**config.mk**
```make
export PLATFORM = sky130hd
export DESIGN_NAME = instr_assembler
export DESIGN_NICKNAME = d
export VERILOG_FILES = /design/src/rtl/instr_assembler.sv
export SDC_FILE = /design/constraint.sdc
export NUM_CORES = 1
export LEC_CHECK = 0
export ABC_AREA = 1
export BUFFER_PORTS_ARGS = -buffer_cell sky130_fd_sc_hd__buf_2
export CAP_MARGIN = 20
export CELL_PAD_IN_SITES_DETAIL_PLACEMENT = 1
export CELL_PAD_IN_SITES_GLOBAL_PLACEMENT = 2
export CORE_MARGIN = 2
export CORE_UTILIZATION = 34
export DETAILED_ROUTE_END_ITERATION = 16
export PLACE_DENSITY = 0.88
export SLEW_MARGIN = 10
export SYNTH_ARGS = -nofsm -noshare
export SYNTH_HDL_FRONTEND = slang
export SYNTH_SLANG_ARGS = --single-unit
```
**constraint.sdc**
```tcl
create_clock -name clk -period 3.65 [get_ports clk]
set_input_delay 0.73 -clock clk [delete_from_list [all_inputs] [get_ports clk]]
set_output_delay 0.73 -clock clk [all_outputs]
set_load 0.02 [all_outputs]
```
**src/rtl/instr_assembler.sv**
```systemverilog
// instr_assembler: packs decoded RV32I fields into instruction words and streams them
// through a small FIFO into instruction memory. Optional feature macro: ILLEGAL_OPCODE_CHECK_EN.
module instr_assembler #(
    parameter int DEPTH = 4,
    parameter int AW    = 20
) (
    input  logic          clk,
    input  logic          rst,
    input  logic          start,
    input  logic [31:0]   base_pc,
    input  logic [15:0]   num_instr,
    input  logic          in_valid,
    output logic          in_ready,
    input  logic [1:0]    fmt,
    input  logic [6:0]    opcode,
    input  logic [4:0]    rd,
    input  logic [4:0]    rs1,
    input  logic [4:0]    rs2,
    input  logic [2:0]    funct3,
    input  logic [6:0]    funct7,
    input  logic [31:0]   imm,
    output logic          imem_we,
    output logic [AW-1:0] imem_waddr,
    output logic [31:0]   imem_wdata,
    input  logic          imem_wready,
    output logic          busy,
    output logic          done,
    output logic          wrap
`ifdef ILLEGAL_OPCODE_CHECK_EN
    ,
    output logic          illegal
`endif
);

    localparam int PW = (DEPTH > 1) ? $clog2(DEPTH) : 1;

    typedef enum logic [1:0] {
        S_IDLE,
        S_RUN,
        S_DONE
    } state_t;

    state_t          state_q, state_d;
    logic [AW-1:0]   addr_q, addr_d;
    logic [15:0]     acc_cnt_q, acc_cnt_d;
    logic [15:0]     wr_cnt_q, wr_cnt_d;
    logic [15:0]     num_q, num_d;
    logic            wrap_q, wrap_d;
    logic            illegal_q, illegal_d;

    logic [31:0]     mem_q [DEPTH];
    logic [PW-1:0]   wptr_q, wptr_d;
    logic [PW-1:0]   rptr_q, rptr_d;
    logic [PW:0]     count_q, count_d;

    logic [31:0]     enc_word;
    logic            run;
    logic            fifo_empty;
    logic            fifo_full;
    logic            accept;
    logic            legal;
    logic            push;
    logic            skip;
    logic            pop;
    logic            unused_ok;

    // Bits of base_pc outside the word-address window never matter.
    assign unused_ok = ^{base_pc[31:AW+2], base_pc[1:0]};

    always_comb begin
        enc_word = '0;
        case (fmt)
            2'b00:   enc_word = {funct7, rs2, rs1, funct3, rd, opcode};
            2'b01:   enc_word = {imm[11:0], rs1, funct3, rd, opcode};
            2'b10:   enc_word = {imm[11:5], rs2, rs1, funct3, imm[4:0], opcode};
            default: enc_word = {imm[31:12], rd, opcode};
        endcase
    end

`ifdef ILLEGAL_OPCODE_CHECK_EN
    assign legal   = (opcode[1:0] == 2'b11);
    assign illegal = illegal_q;
`else
    assign legal   = 1'b1;
`endif

    assign run        = (state_q == S_RUN);
    assign fifo_empty = (count_q == '0);
    assign fifo_full  = (count_q == (PW+1)'(DEPTH));

    // A full FIFO refuses a push even if a pop frees a slot in the same cycle.
    assign in_ready   = run && !fifo_full && (acc_cnt_q < num_q);
    assign accept     = in_valid && in_ready;
    assign push       = accept && legal;
    assign skip       = accept && !legal;

    assign imem_we    = run && !fifo_empty;
    assign pop        = imem_we && imem_wready;
    assign imem_waddr = addr_q;
    assign imem_wdata = imem_we ? mem_q[rptr_q] : 32'h0;

    assign busy       = run;
    assign done       = (state_q == S_DONE);
    assign wrap       = wrap_q;

    always_comb begin
        wptr_d  = wptr_q;
        rptr_d  = rptr_q;
        count_d = count_q;
        if (push) begin
            wptr_d = wptr_q + 1'b1;
        end
        if (pop) begin
            rptr_d = rptr_q + 1'b1;
        end
        count_d = count_q + (PW+1)'(push) - (PW+1)'(pop);
    end

    always_comb begin
        state_d   = state_q;
        addr_d    = addr_q;
        acc_cnt_d = acc_cnt_q;
        wr_cnt_d  = wr_cnt_q;
        num_d     = num_q;
        wrap_d    = wrap_q;
        illegal_d = illegal_q;
        case (state_q)
            S_IDLE: begin
                if (start) begin
                    addr_d    = base_pc[AW+1:2];
                    acc_cnt_d = '0;
                    wr_cnt_d  = '0;
                    num_d     = num_instr;
                    wrap_d    = 1'b0;
                    illegal_d = 1'b0;
                    state_d   = (num_instr == 16'd0) ? S_DONE : S_RUN;
                end
            end
            S_RUN: begin
                if (accept) begin
                    acc_cnt_d = acc_cnt_q + 16'd1;
                end
                if (skip) begin
                    illegal_d = 1'b1;
                end
                if (pop) begin
                    addr_d = addr_q + 1'b1;
                    if (&addr_q) begin
                        wrap_d = 1'b1;
                    end
                end
                // Skipped bundles count as written so an all-illegal session still ends.
                wr_cnt_d = wr_cnt_q + 16'(pop) + 16'(skip);
                if ((pop || skip) && (wr_cnt_d == num_q)) begin
                    state_d = S_DONE;
                end
            end
            S_DONE: begin
                state_d = S_IDLE;
            end
            default: begin
                state_d = S_IDLE;
            end
        endcase
    end

    always_ff @(posedge clk or posedge rst) begin
        if (rst) begin
            state_q   <= S_IDLE;
            addr_q    <= '0;
            acc_cnt_q <= '0;
            wr_cnt_q  <= '0;
            num_q     <= '0;
            wrap_q    <= 1'b0;
            illegal_q <= 1'b0;
            wptr_q    <= '0;
            rptr_q    <= '0;
            count_q   <= '0;
        end else begin
            state_q   <= state_d;
            addr_q    <= addr_d;
            acc_cnt_q <= acc_cnt_d;
            wr_cnt_q  <= wr_cnt_d;
            num_q     <= num_d;
            wrap_q    <= wrap_d;
            illegal_q <= illegal_d;
            wptr_q    <= wptr_d;
            rptr_q    <= rptr_d;
            count_q   <= count_d;
        end
    end

    // Storage needs no reset: the count gates every read of it.
    always_ff @(posedge clk) begin
        if (push) begin
            mem_q[wptr_q] <= enc_word;
        end
    end

endmodule

```
### Word level (Yosys, flattened, before mapping)

Memory sizes are Yosys's and may differ from the RTL's.
Cells that the tools add are included.

* register bits after elaboration: 78
* latch bits: 0
* bits in writable memories: 128
* bits in read-only memories: 0
* logic and storage cells: 68
* memories kept: 1

* add/subtract/negate cells: 7
* multipliers: 0
* divide/modulo/power cells: 0
* magnitude comparators: 1
* equal/unequal tests: 11
* shift operators: 0
* multiplexer cells: 19
* bitwise gates (word level): 0
* reductions and logical operators: 20

Memories
* mem_q: words 4, bits a word 32, rd ports 1, clocked after memory_dff 0, wr ports 1, line 51 `logic [31:0] mem_q [DEPTH];`

Operator list (count)
* 32-bit case mux with 3 select lines: 1
* 16-bit case mux with 2 select lines: 2
* 20-bit 2-to-1 mux: 2
* 20-bit case mux with 2 select lines: 1
* 16-bit 2-to-1 mux: 2
* 32-bit 2-to-1 mux: 1
* 20-bit by 1-bit adder with 20-bit output (second input constant): 1
* 20-bit AND reduction: 1
* 16-bit by 1-bit adder with 16-bit output: 1
* 16-bit by 1-bit adder with 16-bit output (second input constant): 1
* 16-bit == test: 1
* 16-bit zero test: 1
* 16-bit < comparator: 1
* 2-bit by 1-bit inequality test with 1-bit output (second input constant): 4
* 1-bit logical AND: 6
* 2-bit 2-to-1 mux: 3
* 2-bit AND reduction: 3
* 3-bit AND reduction: 2
* 1-bit 2-to-1 mux: 5
* 2-bit by 1-bit adder with 2-bit output (second input constant): 2
* 2-bit by 1-bit == test with 1-bit output (second input constant): 2
* 2-bit == test (second input constant): 2
* 2-bit zero test: 2
* 2-bit case mux with 2 select lines: 1
* other kinds (9): 10

### Depth between registers and ports, before layout

* depth in word-level cells: 9
* gate-level depth with buffers: 21
* gate-level depth less buffers: 20

### Worst setup path before layout

Ideal clock, no wire load.

* kind: register -> register
* start point: register acc_cnt_q[13]
* end point: memory mem_q[0][0], enable pin
* arrival time: 2.941 ns
* data required time: 3.229 ns
* setup slack: 0.287 ns
* cell stages (with the launch flop): 10
* buffers on the path: 1
* clock period less this slack: 3.363 ns
* cells stage by stage: dfrtp_1 ha_1 nand2_1 inv_1 o21ai_0 o211ai_1 nor3_2 nand3_4 buf_6 nor2_1

* longest elaborated chain between the ends: 5

RTL lines
* start, declared: line 45 `logic [15:0] acc_cnt_q, acc_cnt_d;`
* start signal, assigned: line 182 `acc_cnt_q <= acc_cnt_d;`
* 16-bit < comparator: line 92 `assign in_ready = run && !fifo_full && (acc_cnt_q < num_q);`
* 1-bit logical AND: line 92
* 1-bit logical AND: line 93 `assign accept = in_valid && in_ready;`
* 1-bit 2-to-1 mux: line 195 `if (push) begin`
* 1-bit 2-to-1 mux (implied by the code): line 196 `mem_q[wptr_q] <= enc_word;`
* end, declared: line 51

No other way between the ends.

### Worst setup path in the final report

* start point: register state_q[1]
* end point: output port in_ready

* longest elaborated chain between the ends: 3

RTL lines
* start, declared: line 43 `state_t state_q, state_d;`
* start signal, assigned: line 180 `state_q <= state_d;`
* 2-bit by 1-bit == test with 1-bit output: line 87 `assign run = (state_q == S_RUN);`
* 1-bit logical AND (2 in a row): line 92
* end, declared: line 13 `output logic in_ready,`

No other way between the ends.

==> results.json <==
{
  "r2r-start": "state_q[1]$_DFFE_PP0P_",
  "place_congestion": 0.836,
  "final_common_cell": "nand2_1",
  "insertion_delay_ns": 0.53,
  "antenna_found_initial": 0,
  "wl_um": 30000,
  "grt_pass1_wl_um": 48800,
  "finClkSkew_ns": 0.0244,
  "maxCapViolations": 0,
  "synth-main-ff-cell": "edfxtp_1",
  "synth_edf_count": 128,
  "power_mw": 4.93,
  "critPathLaunchType": "flip-flop",
  "ioPinCount": 176,
  "syn_nets": 1324,
  "core.rowCount": 64,
  "via_count": 8785,
  "setup_viol": 0,
  "status": "complete, no violations",
  "dieArea_um2": 32300,
  "fp.dieW_um": 180,
  "die_h_um": 180,
  "worst-path-max-fanout": 22,
  "r2r_slack_ns": 0.79,
  "cts.htree.levels": 1,
  "finalCriticalPeriod_ns": 3.18,
  "ant_nets": 0,
  "synth_area_leaders": "edfxtp_1 37%, dfrtp_1 19%, nand2_1 8.3%, nor2_1 7.4%, o21ai_0 4.9%",
  "drive_gt1_share_pct": 18.2,
  "core_um2": 30500,
  "worstSetupPathType": "flip-flop to output port",
  "ys_seq_area_share_pct": 55.3,
  "synth-async-reset-ratio_pct": 37.9,
  "grt_usage_pct": 18.6,
  "cp.required_ns": 2.92,
  "r2r_end": "state_q[1]$_DFFE_PP0P_",
  "p_per_area_nw_per_um2": 394,
  "ys_ff_latch": 206,
  "synthesis.instances": 1179,
  "cp.arrival_ns": 2.45,
  "r2r_cells": 17,
  "post-route-period-util_pct": 87.2,
  "cts_inserted_buffers": 24,
  "fin_area_um2": 12500,
  "initial_core_util_pct": 34.4,
  "slew_viol_final": 0,
  "drtIter0Drc": 336,
  "grt_max_degree": 65,
  "leakagePower_nw": 5.50,
  "fmax_ghz": 0.314,
  "postCtsSetupRepairBufs": 0,
  "postPlaceCellArea_um2": 11800,
  "diodes": 0,
  "final_cell_mix": "232 x nand2_1, 203 x nor2_1, 163 x buf_2",
  "cts_tree": "done",
  "hold_path.class": "input pin to async pin",
  "endpoint_kind": "output port",
  "cp-startpoint": "state_q[1]$_DFFE_PP0P_",
  "rsz0062_at_grt": "no",
  "cp-endpoint": "in_ready",
  "drt_pass1_iterations": 4,
  "area_delta_synth_final_pct": 19.2,
  "fin_tns_setup_ns": 0,
  "cts_resized": 0,
  "drc": 0,
  "worstMarginPinSlew_ns": 0.902,
  "path_clk_slew_ns": 0.06,
  "fillers": 3638,
  "regArea_um2": 5800,
  "cts_hold_buffers": 0,
  "port_buffers": 163,
  "hold_viol": 0,
  "yosysTopAreaCell": "edfxtp_1",
  "hold_ws_ns": 0.341,
  "wl_per_cell_um": 17.1,
  "cts_max_path_buffers": 3,
  "slew_headroom_pct": 39.3,
  "yosysUniqueCellTypes": 46,
  "via_per_inst": 5.01,
  "hpwlAfterDp_um": 20900,
  "multi_input_area_um2": 4100,
  "nNetsFinal": 1487,
  "synth_area_per_cell_um2": 8.89,
  "vdd_drop_max_v": 0.000297,
  "cts-root-buf": "clkbuf_16",
  "grt_remaining_overflow": 0,
  "syn_area_um2": 10500,
  "cts.sinks": 206,
  "yosysWarnings": 0,
  "synth.top_cell.area_share_pct": 36.7,
  "grt_pass1_vias": 9208
}
layout make-up:
| cell class | instances | area share, % |
|---|---|---|
| sequential | 206 | 46.4 |
| tap | 396 | 3.96 |
| multi-input combinational | 820 | 32.8 |
| timing repair buffer | 182 | 7.76 |
| clock buffer | 29 | 4.95 |
| clock inverter | 12 | 0.951 |
| inverter | 108 | 3.25 |
synthesized netlist by cell type, drive strengths merged, types with 19 or more instances:
cell	instances
xor2	19
ha	25
edfxtp	128
nand2	236
a21oi	47
nand3	83
o21ai	104
nor2	213
inv	106
clkbuf	28
nand4	22
dfrtp	78
cell families after synthesis:
kind of cell | after synthesis | share of synthesized area (%)
AOI/OAI and AO/OA | 189 | 9.82
xor gates and xnor gates | 28 | 2.47
adders and majority gates | 26 | 3.17
buffers and inverters | 153 | 5.81
DFF | 206 | 55.3
muxes | 6 | 0.632
and+or+nand+nor | 571 | 22.8
power breakdown:
part           switching, mW  internal, mW
logic                 0.0956        0.0607
registers                  0          2.49
clock network          0.938          1.34
total                   1.03          3.90
worst max-delay path: stages (launching register included):
cell	delay, ns
dfrtp_1	0.41
nor2_4	0.13
buf_4	0.31
inv_2	0.07
a21oi_1	0.13
o211ai_1	0.12
nor3_2	0.29
and2_1	0.27
buf_2	0.20
flip-flops by register name, indices dropped and copies added, names as in the netlist:
register	count
wrap	1
count_q	3
num_q	16
wr_cnt_q	16
wptr_q	2
state_q	2
imem_waddr	20
mem_q	128
rptr_q	2
acc_cnt_q	16
worst min-delay path by stage:
stage                     slack, ns               endpoint  depth (start not counted)                  start
after floorplan                0.47  num_q[11]$_DFFE_PP0P_                          2  num_q[11]$_DFFE_PP0P_
after global placement         0.49       wrap$_DFFE_PP0P_                          2       wrap$_DFFE_PP0P_
after detailed placement       0.50       wrap$_DFFE_PP0P_                          2       wrap$_DFFE_PP0P_
after CTS                      0.37  wptr_q[0]$_DFFE_PP0P_                          2                    rst
after global routing           0.40  rptr_q[1]$_DFFE_PP0N_                          2                    rst
final                          0.34  rptr_q[1]$_DFFE_PP0N_                          2                    rst
layer usage:
| metal | up-vias | share of wire, % | track usage [%] | routed length [um] |
|---|---|---|---|---|
| li1 | 4284 | - | - | - |
| met1 | 4324 | 44 | 23.9 | 13200 |
| met2 | 139 | 51 | 33.5 | 15200 |
| met3 | 38 | 3.2 | 2.01 | 946 |
| met4 | 0 | 2.1 | 4.46 | 616 |
| met5 | - | 0 | 0 | 0 |
stage by stage:
step	worst slack [ns]	utilization, %	instances
floorplan	0.287	-	1179
global placement	0.804	38.6	1712
detailed placement	0.689	38.6	1712
CTS	0.421	41.0	1753
global route	0.302	41.0	1753
finish	0.466	41.0	1753
Note: power is estimated with default switching activity, not from simulation.
